**src/rtl/square_pulse_gen_if.sv**
```systemverilog
// Configuration channel of square_pulse_gen.
// One valid/ready transfer carries a complete waveform setting:
//   cfg_valid  : offer from the producer
//   cfg_ready  : consumer can take a setting (its shadow register is empty)
//   cfg_period : period in clock cycles
//   cfg_high   : active time in clock cycles
//   cfg_burst  : periods per burst, 0 = run continuously
//   cfg_invert : output polarity inversion
// A transfer happens on a rising clock edge where cfg_valid and cfg_ready are both high.
interface square_pulse_gen_if #(
    parameter int CNT_W   = 16,
    parameter int BURST_W = 8
);
    logic               cfg_valid;
    logic               cfg_ready;
    logic [CNT_W-1:0]   cfg_period;
    logic [CNT_W-1:0]   cfg_high;
    logic [BURST_W-1:0] cfg_burst;
    logic               cfg_invert;

    modport master (
        output cfg_valid, cfg_period, cfg_high, cfg_burst, cfg_invert,
        input  cfg_ready
    );

    modport slave (
        input  cfg_valid, cfg_period, cfg_high, cfg_burst, cfg_invert,
        output cfg_ready
    );
endinterface

```
**src/rtl/square_pulse_gen.sv**
```systemverilog
// Programmable square/PWM generator.
// A configuration arrives through the cfg interface and is held in a shadow
// register. It moves into the active registers only at a period boundary
// while running, or on the next edge while stopped, so the output never glitches.
// Ports:
//   sysclk       : clock, all logic runs on the rising edge
//   reset_n      : asynchronous active-low reset
//   enable       : run request (level)
//   cfg          : configuration channel (slave side)
//   pulse        : registered waveform output
//   period_start : one-cycle strobe in the first cycle of each period
//   busy         : high while running
//   burst_done   : high after a counted burst has finished, until enable drops
module square_pulse_gen #(
    parameter int CNT_W      = 16,
    parameter int BURST_W    = 8,
    parameter int DEF_PERIOD = 50000,
    parameter int DEF_HIGH   = 25000
) (
    input  logic                sysclk,
    input  logic                reset_n,
    input  logic                enable,
    square_pulse_gen_if.slave   cfg,
    output logic                pulse,
    output logic                period_start,
    output logic                busy,
    output logic                burst_done
);

    typedef enum logic [1:0] {
        IDLE = 2'd0,
        RUN  = 2'd1,
        DONE = 2'd2
    } state_t;

    state_t             state_reg, state_next;
    logic [CNT_W-1:0]   cnt_reg, cnt_next;
    logic [BURST_W-1:0] pcnt_reg, pcnt_next;

    // Active waveform setting
    logic [CNT_W-1:0]   per_reg, per_next;
    logic [CNT_W-1:0]   high_reg, high_next;
    logic [BURST_W-1:0] burst_reg, burst_next;
    logic               inv_reg, inv_next;

    // Shadow setting waiting for a commit
    logic [CNT_W-1:0]   sh_per_reg, sh_per_next;
    logic [CNT_W-1:0]   sh_high_reg, sh_high_next;
    logic [BURST_W-1:0] sh_burst_reg, sh_burst_next;
    logic               sh_inv_reg, sh_inv_next;
    logic               pending_reg, pending_next;

    // Registered outputs
    logic pulse_reg, pulse_next;
    logic period_start_reg, period_start_next;
    logic busy_reg, busy_next;
    logic burst_done_reg, burst_done_next;
    logic cfg_ready_reg, cfg_ready_next;

    logic wrap;
    logic accept;
    logic commit;

    always_comb begin
        state_next        = state_reg;
        cnt_next          = cnt_reg;
        pcnt_next         = pcnt_reg;
        per_next          = per_reg;
        high_next         = high_reg;
        burst_next        = burst_reg;
        inv_next          = inv_reg;
        sh_per_next       = sh_per_reg;
        sh_high_next      = sh_high_reg;
        sh_burst_next     = sh_burst_reg;
        sh_inv_next       = sh_inv_reg;
        pending_next      = pending_reg;

        wrap   = (state_reg == RUN) && (cnt_reg == per_reg - CNT_W'(1));
        // cfg_ready_reg already equals !pending_reg, so an offer made while
        // a setting is pending can never overwrite the shadow.
        accept = cfg.cfg_valid && cfg_ready_reg;
        // A transfer accepted on a wrap edge sets pending only after that edge,
        // so it waits for the following wrap.
        commit = pending_reg && ((state_reg != RUN) || wrap);

        if (accept) begin
            sh_per_next   = cfg.cfg_period;
            sh_high_next  = cfg.cfg_high;
            sh_burst_next = cfg.cfg_burst;
            sh_inv_next   = cfg.cfg_invert;
            pending_next  = 1'b1;
        end

        if (commit) begin
            // Periods shorter than two cycles cannot show both levels.
            per_next     = (sh_per_reg < CNT_W'(2)) ? CNT_W'(2) : sh_per_reg;
            high_next    = sh_high_reg;
            burst_next   = sh_burst_reg;
            inv_next     = sh_inv_reg;
            pending_next = 1'b0;
        end

        case (state_reg)
            IDLE: begin
                cnt_next  = '0;
                pcnt_next = '0;
                if (enable) begin
                    state_next = RUN;
                end
            end
            RUN: begin
                if (!enable) begin
                    state_next = IDLE;
                    cnt_next   = '0;
                    pcnt_next  = '0;
                end else if (wrap) begin
                    cnt_next = '0;
                    // The burst length in force for the period just finished decides the end.
                    if ((burst_reg != '0) && (pcnt_reg + BURST_W'(1) == burst_reg)) begin
                        state_next = DONE;
                        pcnt_next  = '0;
                    end else begin
                        pcnt_next = pcnt_reg + BURST_W'(1);
                    end
                end else begin
                    cnt_next = cnt_reg + CNT_W'(1);
                end
            end
            DONE: begin
                cnt_next  = '0;
                pcnt_next = '0;
                if (!enable) begin
                    state_next = IDLE;
                end
            end
            default: begin
                state_next = IDLE;
                cnt_next   = '0;
                pcnt_next  = '0;
            end
        endcase

        // Outputs are derived from the post-edge state so they line up with cnt.
        // cnt < high also covers the 0% and 100% cases without extra logic.
        busy_next         = (state_next == RUN);
        burst_done_next   = (state_next == DONE);
        period_start_next = (state_next == RUN) && (cnt_next == '0);
        pulse_next        = (state_next == RUN) ? ((cnt_next < high_next) ^ inv_next) : inv_next;
        cfg_ready_next    = !pending_next;
    end

    always_ff @(posedge sysclk or negedge reset_n) begin
        if (!reset_n) begin
            state_reg        <= IDLE;
            cnt_reg          <= '0;
            pcnt_reg         <= '0;
            per_reg          <= CNT_W'(DEF_PERIOD);
            high_reg         <= CNT_W'(DEF_HIGH);
            burst_reg        <= '0;
            inv_reg          <= 1'b0;
            sh_per_reg       <= '0;
            sh_high_reg      <= '0;
            sh_burst_reg     <= '0;
            sh_inv_reg       <= 1'b0;
            pending_reg      <= 1'b0;
            pulse_reg        <= 1'b0;
            period_start_reg <= 1'b0;
            busy_reg         <= 1'b0;
            burst_done_reg   <= 1'b0;
            cfg_ready_reg    <= 1'b1;
        end else begin
            state_reg        <= state_next;
            cnt_reg          <= cnt_next;
            pcnt_reg         <= pcnt_next;
            per_reg          <= per_next;
            high_reg         <= high_next;
            burst_reg        <= burst_next;
            inv_reg          <= inv_next;
            sh_per_reg       <= sh_per_next;
            sh_high_reg      <= sh_high_next;
            sh_burst_reg     <= sh_burst_next;
            sh_inv_reg       <= sh_inv_next;
            pending_reg      <= pending_next;
            pulse_reg        <= pulse_next;
            period_start_reg <= period_start_next;
            busy_reg         <= busy_next;
            burst_done_reg   <= burst_done_next;
            cfg_ready_reg    <= cfg_ready_next;
        end
    end

    assign pulse         = pulse_reg;
    assign period_start  = period_start_reg;
    assign busy          = busy_reg;
    assign burst_done    = burst_done_reg;
    assign cfg.cfg_ready = cfg_ready_reg;

endmodule

```
**src/flat_wrapper.sv**
```systemverilog
// flat-port wrapper written by rule: the top's interface ports become plain ports
module square_pulse_gen_flat 
#(
    parameter int CNT_W      = 16,
    parameter int BURST_W    = 8,
    parameter int DEF_PERIOD = 50000,
    parameter int DEF_HIGH   = 25000
)
  (sysclk, reset_n, enable, pulse, period_start, busy, burst_done, cfg_cfg_valid, cfg_cfg_period, cfg_cfg_high, cfg_cfg_burst, cfg_cfg_invert, cfg_cfg_ready);
  square_pulse_gen_if #(.CNT_W(CNT_W), .BURST_W(BURST_W)) cfg_i ();
  input  logic sysclk;
  input  logic reset_n;
  input  logic enable;
  output logic pulse;
  output logic period_start;
  output logic busy;
  output logic burst_done;
  input wire logic [$bits(cfg_i.cfg_valid)-1:0] cfg_cfg_valid;
  input wire logic [$bits(cfg_i.cfg_period)-1:0] cfg_cfg_period;
  input wire logic [$bits(cfg_i.cfg_high)-1:0] cfg_cfg_high;
  input wire logic [$bits(cfg_i.cfg_burst)-1:0] cfg_cfg_burst;
  input wire logic [$bits(cfg_i.cfg_invert)-1:0] cfg_cfg_invert;
  output wire logic [$bits(cfg_i.cfg_ready)-1:0] cfg_cfg_ready;
  assign cfg_i.cfg_valid = cfg_cfg_valid;
  assign cfg_i.cfg_period = cfg_cfg_period;
  assign cfg_i.cfg_high = cfg_cfg_high;
  assign cfg_i.cfg_burst = cfg_cfg_burst;
  assign cfg_i.cfg_invert = cfg_cfg_invert;
  assign cfg_cfg_ready = cfg_i.cfg_ready;
  square_pulse_gen #(.CNT_W(CNT_W), .BURST_W(BURST_W), .DEF_PERIOD(DEF_PERIOD), .DEF_HIGH(DEF_HIGH)) u_core (.sysclk(sysclk), .reset_n(reset_n), .enable(enable), .cfg(cfg_i), .pulse(pulse), .period_start(period_start), .busy(busy), .burst_done(burst_done));
endmodule
```
**config.mk**
```make
export PLATFORM = sky130hd
export DESIGN_NAME = square_pulse_gen_flat
export DESIGN_NICKNAME = d
export VERILOG_FILES = /design/src/rtl/square_pulse_gen_if.sv /design/src/rtl/square_pulse_gen.sv /design/src/flat_wrapper.sv
export SDC_FILE = /design/constraint.sdc
export NUM_CORES = 1
export LEC_CHECK = 0
export BUFFER_PORTS_ARGS = -buffer_cell sky130_fd_sc_hd__buf_2
export CORE_UTILIZATION = 60
export DETAILED_ROUTE_END_ITERATION = 8
export PLACE_DENSITY = 0.85
export RECOVER_POWER = 50
export SKIP_LAST_GASP = 1
export SLEW_MARGIN = 20
export SYNTH_ARGS = -nofsm -noshare
export SYNTH_HDL_FRONTEND = slang
export SYNTH_SLANG_ARGS = --single-unit
```
**constraint.sdc**
```tcl
create_clock -name sysclk -period 6 [get_ports sysclk]
set_clock_uncertainty 0.15 [all_clocks]
set_input_delay 1.2 -clock sysclk [delete_from_list [all_inputs] [get_ports sysclk]]
set_output_delay 1.2 -clock sysclk [all_outputs]
set_load 0.05 [all_outputs]
```
Word-level counts from Yosys, hierarchy flattened
Cells that the tools add are included.
- multiplexer cells: 19
- equality and inequality tests: 8
- reductions and logical operators: 10
- magnitude comparators: 2
- bitwise logic cells: 1
- add/subtract/negate cells: 3
- operators with widths (operator ; number):
    16-bit two-way mux ; 5
    8-bit two-way mux ; 4
    16-bit by 1-bit adder with 16-bit output, second input constant ; 1
    16-bit == test ; 1
    16-bit logical NOT ; 1
    16-bit < comparator ; 1
    16-bit by 2-bit < comparator with 1-bit output, second input constant ; 1
    16-bit by 1-bit subtractor with 16-bit output, second input constant ; 1
    2-bit two-way mux ; 5
    8-bit by 1-bit adder with 8-bit output, second input constant ; 1
    8-bit == test ; 1
    8-bit nonzero test ; 1
    2-bit one-hot mux with 3 select lines ; 1
    1-bit logical AND ; 5
    2-bit by 1-bit == test with 1-bit output, second input constant ; 2
    2-bit == test, second input constant ; 2
    1-bit two-way mux ; 4
    3-bit by 2-bit != test with 1-bit output, second input constant ; 1
    2-bit logical NOT ; 1
    2-bit by 1-bit != test with 1-bit output, second input constant ; 1
    1-bit logical NOT ; 1
    1-bit logical OR ; 1
    1-bit XOR ; 1
- output and inout bits: 5
- flip-flop bits (word level): 114
- input bits: 45
- logic and storage cells: 60

Longest topological paths before layout
Gate-level depths: netlist of the first run.
- depth in word-level cells: 9
- depth in mapped cells: 19
- gate-level depth less buffers: 18

Least setup slack after synthesis of the first run
Ideal clock, no wire load.
- kind: reg-to-reg
- start point: register u_core.per_reg[0]
- end point: register u_core.pulse_reg, in the netlist u_core.pulse
- data arrival time: 3.765 ns
- required time: 5.771 ns
- period minus slack after synthesis: 3.994 ns
- buffers on the path: 1
- slack: 2.006 ns
- stages on the path, launching flop included: 18
- library setup time: 0.079 ns
- path through: dfrtp_1 -> inv_1 -> ha_1 -> nor4b_2 -> nand4_1 -> xnor2_1 -> nor4_4 -> a41oi_4 -> buf_2 -> mux2i_1 -> ha_1 -> a211o_1 -> o22ai_1 -> nor2_1 -> o31ai_1 -> nand3b_1 -> o2111a_1 -> xor2_1
- cells in the longest elaborated chain, start to end: 9
- elaborated cells between the ends (all ways): 17
- classes of those cells: 1 x add/sub; 1 x order compare; 2 x eq/ne; 9 x mux; 1 x bitwise; 3 x reduce/logical
- RTL lines (what ; RTL line ; RTL):
    start, declared ; square_pulse_gen.sv:41 ; logic [CNT_W-1:0] per_reg, per_next;
    start signal, assigned ; square_pulse_gen.sv:157 ; per_reg <= CNT_W'(DEF_PERIOD);
    start signal, assigned ; square_pulse_gen.sv:175 ; per_reg <= per_next;
    16-bit by 1-bit subtractor with 16-bit output * ; square_pulse_gen.sv:78 ; wrap = (state_reg == RUN) && (cnt_reg == per_reg - CNT_W'(1));
    16-bit == test * ; square_pulse_gen.sv:78 ;
    1-bit logical AND * ; square_pulse_gen.sv:78 ;
    16-bit two-way mux or 1-bit logical OR (tied branches) ; square_pulse_gen.sv:116, square_pulse_gen.sv:84 ;
    16-bit two-way mux or 1-bit logical AND (tied branches) ; square_pulse_gen.sv:112, square_pulse_gen.sv:84 ;
    16-bit two-way mux, on equally long branches ; square_pulse_gen.sv:103, square_pulse_gen.sv:94 ;
    16-bit < comparator ; square_pulse_gen.sv:148 ; pulse_next = (state_next == RUN) ? ((cnt_next < high_next) ^ inv_next) : inv_next;
    1-bit XOR ; square_pulse_gen.sv:148 ;
    1-bit two-way mux * ; square_pulse_gen.sv:148 ;
    named net u_core.pulse_next ; square_pulse_gen.sv:54 ; logic pulse_reg, pulse_next;
    end signal, assigned ; square_pulse_gen.sv:184 ; pulse_reg <= pulse_next;
    end, declared ; square_pulse_gen.sv:54 ;
Mark *: on every way through the listed nets, which the timed path passes. The rest lies on a longest branch.
A chain may end at the register's enable or synchronous reset.

Worst setup path in the final report of the first run
Same ends and word-level chain as after synthesis.

==> flow_summary.json, run 1 <==
{
  "status": "complete, but fails checks",
  "violations": "capacitance limit, slew limit",
  "leakagePower_nw": 3.04,
  "pin_count": 50,
  "ys_ff_latch": 114,
  "viasPerCell": 5.84,
  "post-cts-setup-buffers": 0,
  "grt_pass1_vias": 4205,
  "routed_wl_mm": 12.0,
  "mostFrequentLayoutCells": "101 x dfrtp_1, 66 x mux2_2, 48 x buf_2",
  "timing.final.crit_share_pct": 78.1,
  "end_kind": "flip-flop",
  "area_growth_pct": 15.2,
  "vias": 4061,
  "hold_violations": 0,
  "cts_root_buf": "clkbuf_8",
  "wire_per_inst_um": 17.3,
  "rows": 35,
  "grtUsageTotal_pct": 26.6,
  "netlist_top_cells_area": "dfrtp_1 43%, mux2_2 13%, dfstp_2 5.8%, xnor2_1 3.9%, ha_1 3.8%",
  "critPathLaunchType": "flip-flop",
  "ant_nets": 0,
  "grt-ovfl-total": 0,
  "dr.pass1.iters": 4,
  "io_buffers": 49,
  "grt_start_max_net_pins": 65,
  "cp_max_fo": 36,
  "ys_warn_count": 0,
  "critPathMostFrequentCell": "ha_1",
  "dp_hpwl_mm": 8.17,
  "drt_iter0_markers": 201,
  "die-area_mm2": 0.0102,
  "fillers": 676,
  "syn_inst": 504,
  "drive_above_1_share_pct": 30.9,
  "path_buf_inv": 2,
  "clock_sinks": 114,
  "worstMarginPinSlew_ns": 3.40,
  "nets": 616,
  "worst_r2r_path_depth": 18,
  "clockBufferDepth": 2,
  "clk_latency_ns": 0.53,
  "fin_crit_ns": 4.69,
  "syn_area_mm2": 0.00586,
  "fp.dieW_um": 101,
  "syn_avg_cell_area_um2": 11.6,
  "hold_class": "flip-flop to flip-flop",
  "crit_path_max_incr_delay_ns": 0.55,
  "hold_buffers": 0,
  "synth_top_area_share_pct": 43.1,
  "final_common_cell": "dfrtp_1",
  "syn_nets": 567,
  "clk_pin_slew_ns": 0.06,
  "crit_cells": 18,
  "worstHoldEndpoint": "u_core.high_reg[4]$_DFF_PN0_",
  "grt_pass1_wl_mm": 20.1,
  "cts_tree": "built",
  "drc_errors": 0,
  "place_congestion": 0.843,
  "worstPathArrival_ns": 4.99,
  "cap_violations": 2,
  "synth_flop_cell": "dfrtp_1",
  "regArea_mm2": 0.00287,
  "slowest_stage": "buf_4",
  "rsz0062_at_grt": "false",
  "initial_core_util_pct": 62.6,
  "cp_cell_sequence": "inv_1, ha_1, nor4b_2, nand4_1, xnor2_1, nor4_4, a41oi_4, buf_4, mux2i_1, ha_1, a21o_1, a21oi_1, nor2b_1, o211ai_1, a31oi_1, nor2_1, o2111a_1, xor2_1",
  "setup_violations": 0,
  "hp-start": "u_core.high_reg[4]$_DFF_PN0_",
  "die_h_um": 101,
  "cts-resized-gates": 0,
  "path_class": "flip-flop to flip-flop",
  "coreArea_mm2": 0.00937,
  "r2r_start": "u_core.per_reg[0]$_DFFE_PN0N_",
  "r2r_end": "u_core.pulse$_DFF_PN0_",
  "max_freq_mhz": 213,
  "synth_edf_count": 0,
  "drv_slew": 108,
  "cts_buffers": 17,
  "async_flop_share_pct": 100,
  "multiInputGateArea_mm2": 0.00279,
  "antenna_found_initial": 0,
  "required_ns": 6.31,
  "ir_drop_v": 0.000291,
  "diodes": 0,
  "htree_levels": 4,
  "ys_seq_area_share_pct": 48.9,
  "ff2ff_setup_slack_ns": 1.31,
  "cpLargestDelayFamily": "compound AO/OA/AOI/OAI gates",
  "timing.hold.ws_ns": 0.343,
  "setup_tns_ns": 0,
  "synth_cell_types": 59,
  "hold_depth": 2,
  "cellPowerDensity_mw_per_mm2": 480,
  "relSlewSlack_pct": -127,
  "yosys.area.top_type": "dfrtp_1"
}
==> stage by stage <==
step           setup slack (ns)  std cells  power (mW)  utilization [%]  cell area [um2]
3_5_place_dp               1.39        663        2.28             66.1             6200
2_1_floorplan              2.01        504        2.03                -             5860
4_1_cts                    1.31        695        3.26             72.2             6770
3_3_place_gp               1.61        663        2.22             66.1             6200
6_report                   1.31        695        3.24             72.1             6760
5_1_grt                   0.581        695        3.43             72.1             6760
==> layer usage <==
layer	vias to the layer above	part of all wire [%]	GRT usage [%]
met5	-	0	0
met4	0	1.8	9.92
met3	26	4.9	7.28
met2	110	51	45.0
met1	2025	42	32.6
li1	1900	-	-
==> worst register-to-register path: cells and delay by family, from the launching register on <==
kind,cells,cell delay (ns)
AO/OA/AOI/OAI,6,1.28
XOR/XNOR,2,0.46
adder cells (fa/ha/maj),2,0.50
buffers and inverters,2,0.63
flip-flops,1,0.44
multiplexers,1,0.33
AND/OR/NAND/NOR,5,0.82
==> worst max path at each step <==
stage / slack [ns] / endpoint / from
floorplan: 2.01 / u_core.pulse$_DFF_PN0_ / u_core.per_reg[0]$_DFFE_PN0N_
global placement: 1.61 / u_core.pulse$_DFF_PN0_ / u_core.per_reg[0]$_DFFE_PN0N_
detailed placement: 1.39 / u_core.pulse$_DFF_PN0_ / u_core.per_reg[0]$_DFFE_PN0N_
CTS: 1.31 / u_core.pulse$_DFF_PN0_ / u_core.per_reg[0]$_DFFE_PN0N_
global route: 0.58 / u_core.cnt_reg[7]$_DFF_PN0_ / reset_n
finish: 1.31 / u_core.pulse$_DFF_PN0_ / u_core.per_reg[0]$_DFFE_PN0N_
==> power by group <==
group | internal [mW] | switching [mW]
Sequential | 1.10 | 0.262
Combinational | 0.473 | 0.454
Clock | 0.599 | 0.353
==> kinds of logic (layout without fill, tap and decap cells) <==
logic type                 Yosys count  after routing  synth area share (%)
muxes                               82             82                  15.4
xor gates and xnor gates            46             46                  6.87
DFF                                114            114                  48.9
adders and majority gates           18             18                  3.84
buffers and inverters               49            111                  3.44
AOI/OAI and AO/OA                   61             61                  7.66
and+or+nand+nor                    134            134                  13.9
==> synthesized netlist by cell type, drive strengths merged (4+ instances only) <==
master and n:
nand3 18, a21o 5, and4 4, nand4 9, or3 5, xor2 20
nand2b 4, and3 8, dfstp 13, clkbuf 13, ha 18, nand2 12
nor2b 8, a31oi 10, xnor2 26, inv 27, buf 9, nor4 11
o21ai 13, o22ai 5, mux2i 16, a21oi 6, nor3 10, nor2 32
dfrtp 101, mux2 66
==> area by class of cell <==
cell class	count	share of cell area, %
clock buffers	19	6.39
clock inverters	13	2.02
inverters	27	1.50
multi-input cells	341	41.3
flip-flops and latches	114	42.5
well taps	129	2.39
repair buffers	52	3.91
Power figures use the tool's default switching activity.
==> run 2: changes to the inputs <==
--- a/config.mk
+++ b/config.mk
@@ -5,10 +5,11 @@
 export SDC_FILE = /design/constraint.sdc
 export NUM_CORES = 1
 export LEC_CHECK = 0
+export ABC_AREA = 1
 export BUFFER_PORTS_ARGS = -buffer_cell sky130_fd_sc_hd__buf_2
-export CORE_UTILIZATION = 60
+export CORE_UTILIZATION = 54
 export DETAILED_ROUTE_END_ITERATION = 8
-export PLACE_DENSITY = 0.85
+export PLACE_DENSITY = 0.81
 export RECOVER_POWER = 50
 export SKIP_LAST_GASP = 1
 export SLEW_MARGIN = 20
==> constraint.sdc (replaced) <==
create_clock -name sysclk -period 4.1 [get_ports sysclk]
set_clock_uncertainty 0.15 [all_clocks]
set_input_delay 0.82 -clock sysclk [delete_from_list [all_inputs] [get_ports sysclk]]
set_output_delay 0.82 -clock sysclk [all_outputs]
set_load 0.05 [all_outputs]
==> run 2 against run 1 <==
Hold slack worse by 0.017 ns. The run still ends with capacitance limit, slew limit left. Die area is 9.7% higher. Sequential power up 39%. Design area increased by 0.94%. Routed wire length rose by 7.4%. Flip-flop and latch count unchanged. Global-route usage down 0.53 points. Critical path depth grew 6. Setup slack lost 0.95 ns. Sequential share of layout area is 0.40 points lower. Largest cell class unchanged. Critical path type unchanged. Utilization shrank 6.3 points. Highest routed layer unchanged. Synthesized area shrank 1.1%.
==> flow_summary.json, run 2 <==
{
  "drc_errors": 0,
  "syn_inst": 667,
  "dr.pass1.iters": 5,
  "ys_ff_latch": 114,
  "syn_area_mm2": 0.00580,
  "slowest_stage": "dfrtp_1",
  "violations": "capacitance limit, slew limit",
  "timing.final.crit_share_pct": 91.1,
  "relSlewSlack_pct": -32.1,
  "dp_hpwl_mm": 8.98,
  "clk_pin_slew_ns": 0.06,
  "drt_iter0_markers": 316,
  "cellPowerDensity_mw_per_mm2": 707,
  "drv_slew": 122,
  "cts_root_buf": "clkbuf_8",
  "finalNonFillerCells": 875,
  "synth_top_area_share_pct": 43.6,
  "dpl_cell_area_mm2": 0.00619,
  "cts_buffers": 17,
  "hold_class": "flip-flop to flip-flop",
  "wire_per_inst_um": 14.7,
  "vias": 4642,
  "path_class": "flip-flop to flip-flop",
  "grt_start_max_net_pins": 64,
  "max_freq_mhz": 268,
  "ys_seq_area_share_pct": 49.5,
  "coreArea_mm2": 0.0104,
  "netlist_top_cells_area": "dfrtp_1 44%, nand2_1 8.7%, inv_1 6.1%, dfstp_2 5.9%, mux2_2 5.0%",
  "die-area_mm2": 0.0112,
  "final_util_pct": 65.8,
  "grt_pass1_vias": 4831,
  "grt-ovfl-total": 0,
  "synth_flop_cell": "dfrtp_1",
  "critPathLaunchType": "flip-flop",
  "final_area_mm2": 0.00682,
  "end_kind": "flip-flop",
  "yosys.cell_count.top_type": "nand2_1",
  "status": "complete, but fails checks",
  "cpLargestDelayFamily": "simple AND/OR/NAND/NOR gates",
  "initial_core_util_pct": 55.9,
  "viasPerCell": 5.31,
  "clockBufferDepth": 2,
  "grtUsageTotal_pct": 26.1,
  "area_growth_pct": 17.6,
  "worstMarginPinSlew_ns": 1.98,
  "yosys.area.top_type": "dfrtp_1",
  "async_flop_share_pct": 100,
  "routed_wl_mm": 12.9,
  "drive_above_1_share_pct": 21.2,
  "synth_common_cells": "135 x nand2_1, 101 x dfrtp_1, 94 x inv_1",
  "mostFrequentLayoutCells": "135 x nand2_1, 101 x dfrtp_1, 93 x inv_1",
  "cp_max_fo": 16,
  "die_h_um": 106,
  "fin_crit_ns": 3.74,
  "leakagePower_nw": 3.37,
  "syn_nets": 730,
  "rows": 37,
  "critPathMostFrequentCell": "nand2_1",
  "path_buf_inv": 3,
  "grt_pass1_wl_mm": 22.3,
  "ys_warn_count": 0,
  "clk_latency_ns": 0.53,
  "clock_sinks": 114,
  "diodes": 0,
  "io_buffers": 49,
  "fp.dieW_um": 106,
  "setup_violations": 0,
  "syn_avg_cell_area_um2": 8.69,
  "timing.hold.ws_ns": 0.326,
  "dp.cells": 842,
  "crit_path_max_incr_delay_ns": 0.40,
  "place_congestion": 0.990,
  "pin_count": 50,
  "nets": 789,
  "antenna_found_initial": 0,
  "hold_violations": 0,
  "synth_cell_types": 38,
  "synth_edf_count": 0,
  "htree_levels": 4,
  "final_common_cell": "nand2_1",
  "required_ns": 4.37,
  "finalPower_mw": 4.82,
  "ant_nets": 0,
  "cp_cell_sequence": "inv_1, ha_1, nand2_1, nor2_1, nand2_1, nand2_1, nand3_1, nand2_1, nor2_1, nand3_1, o21bai_1, nand2_1, clkinvlp_4, buf_4, or2_2, o21ai_1, ha_1, nand2_1, o21a_1, o211ai_1, nor2_1, nand2_1, nand2_1, nand2_1",
  "cts_tree": "built",
  "cap_violations": 2,
  "ir_drop_v": 0.000482,
  "worstPathArrival_ns": 4.00
}
run 2: cell types whose count changed in the layout (fill, tap and decap cells not counted), sizes merged, moves of 13 or more:
cell	previous run	this run
nand3	18	31
xnor2	26	12
nor2	32	75
mux2i	16	0
mux2	66	26
nand2	12	138
o21ai	13	47
inv	28	94
or2	0	19
a21oi	6	24
run 2: tightest hold or removal path: cells and delay by family (launching register included):
kind	cells	cell delay, ns
AND/OR/NAND/NOR	2	0.11
flip-flops	1	0.34
run 2: per-layer routing:
metal	up-vias	track usage [%]	wire, um
met3	33	7.11	582
met2	133	42.6	6360
met1	2233	32.4	5650
met5	-	0	0
li1	2243	-	-
met4	0	11.6	313
run 2: cell families (layout without fill, tap and decap cells):
kind of cell,Yosys count,after routing,share of synthesized area [%]
compound gates,83,83,7.57
mux,26,26,5.05
buf+inv,111,183,7.53
fa+ha+maj,18,18,3.88
simple gates,286,286,22.1
flops,114,114,49.5
xor+xnor,29,29,4.38
run 2: report_power, final:
| part | total, mW | leakage (nW) | switching [mW] | internal [mW] |
|---|---|---|---|---|
| combinational | 1.36 | 1.69 | 0.793 | 0.567 |
| sequential | 1.89 | 1.36 | 0.294 | 1.59 |
| clock | 1.58 | 0.311 | 0.505 | 1.07 |
run 2: metrics by stage:
step / TNS, ns / worst slack (ns)
floorplan: 0 / 0.834
global placement: 0 / 0.519
detailed placement: 0 / 0.353
CTS: 0 / 0.317
global route: -0.00119 / -0.00119
finish: 0 / 0.364
run 2: what timing repair did:
action                                  in CTS  in global routing
hold buffers                                 0                  0
buffers inserted                             0                  1
endpoints found under the setup margin       0                  1
resized for setup                            0                  6
run 2: path summary, 6_finish.rpt:
path / startpoint / to / slack [ns] / cells after the start
max: u_core.per_reg[0]$_DFFE_PN0N_ / u_core.pulse$_DFF_PN0_ / 0.36 / 24
min: u_core.sh_burst_reg[0]$_DFFE_PN0P_ / u_core.burst_reg[0]$_DFFE_PN0N_ / 0.33 / 2
max reg2reg: u_core.per_reg[0]$_DFFE_PN0N_ / u_core.pulse$_DFF_PN0_ / 0.36 / 24
min reg2reg: u_core.sh_burst_reg[0]$_DFFE_PN0P_ / u_core.burst_reg[0]$_DFFE_PN0N_ / 0.33 / 2
max in group asynchronous: reset_n / u_core.burst_reg[1]$_DFFE_PN0N_ / 1.24 / 2
min in group asynchronous: reset_n / u_core.sh_per_reg[11]$_DFFE_PN0P_ / 0.53 / 1
run 2: cell type report:
type / count / area, um2
multi-input combinational: 442 / 2490
sequential: 114 / 2870
clock inverter: 11 / 183
fill: 825 / 3550
clock buffer: 21 / 449
timing repair buffer: 55 / 287
inverter: 96 / 370
tap: 136 / 170
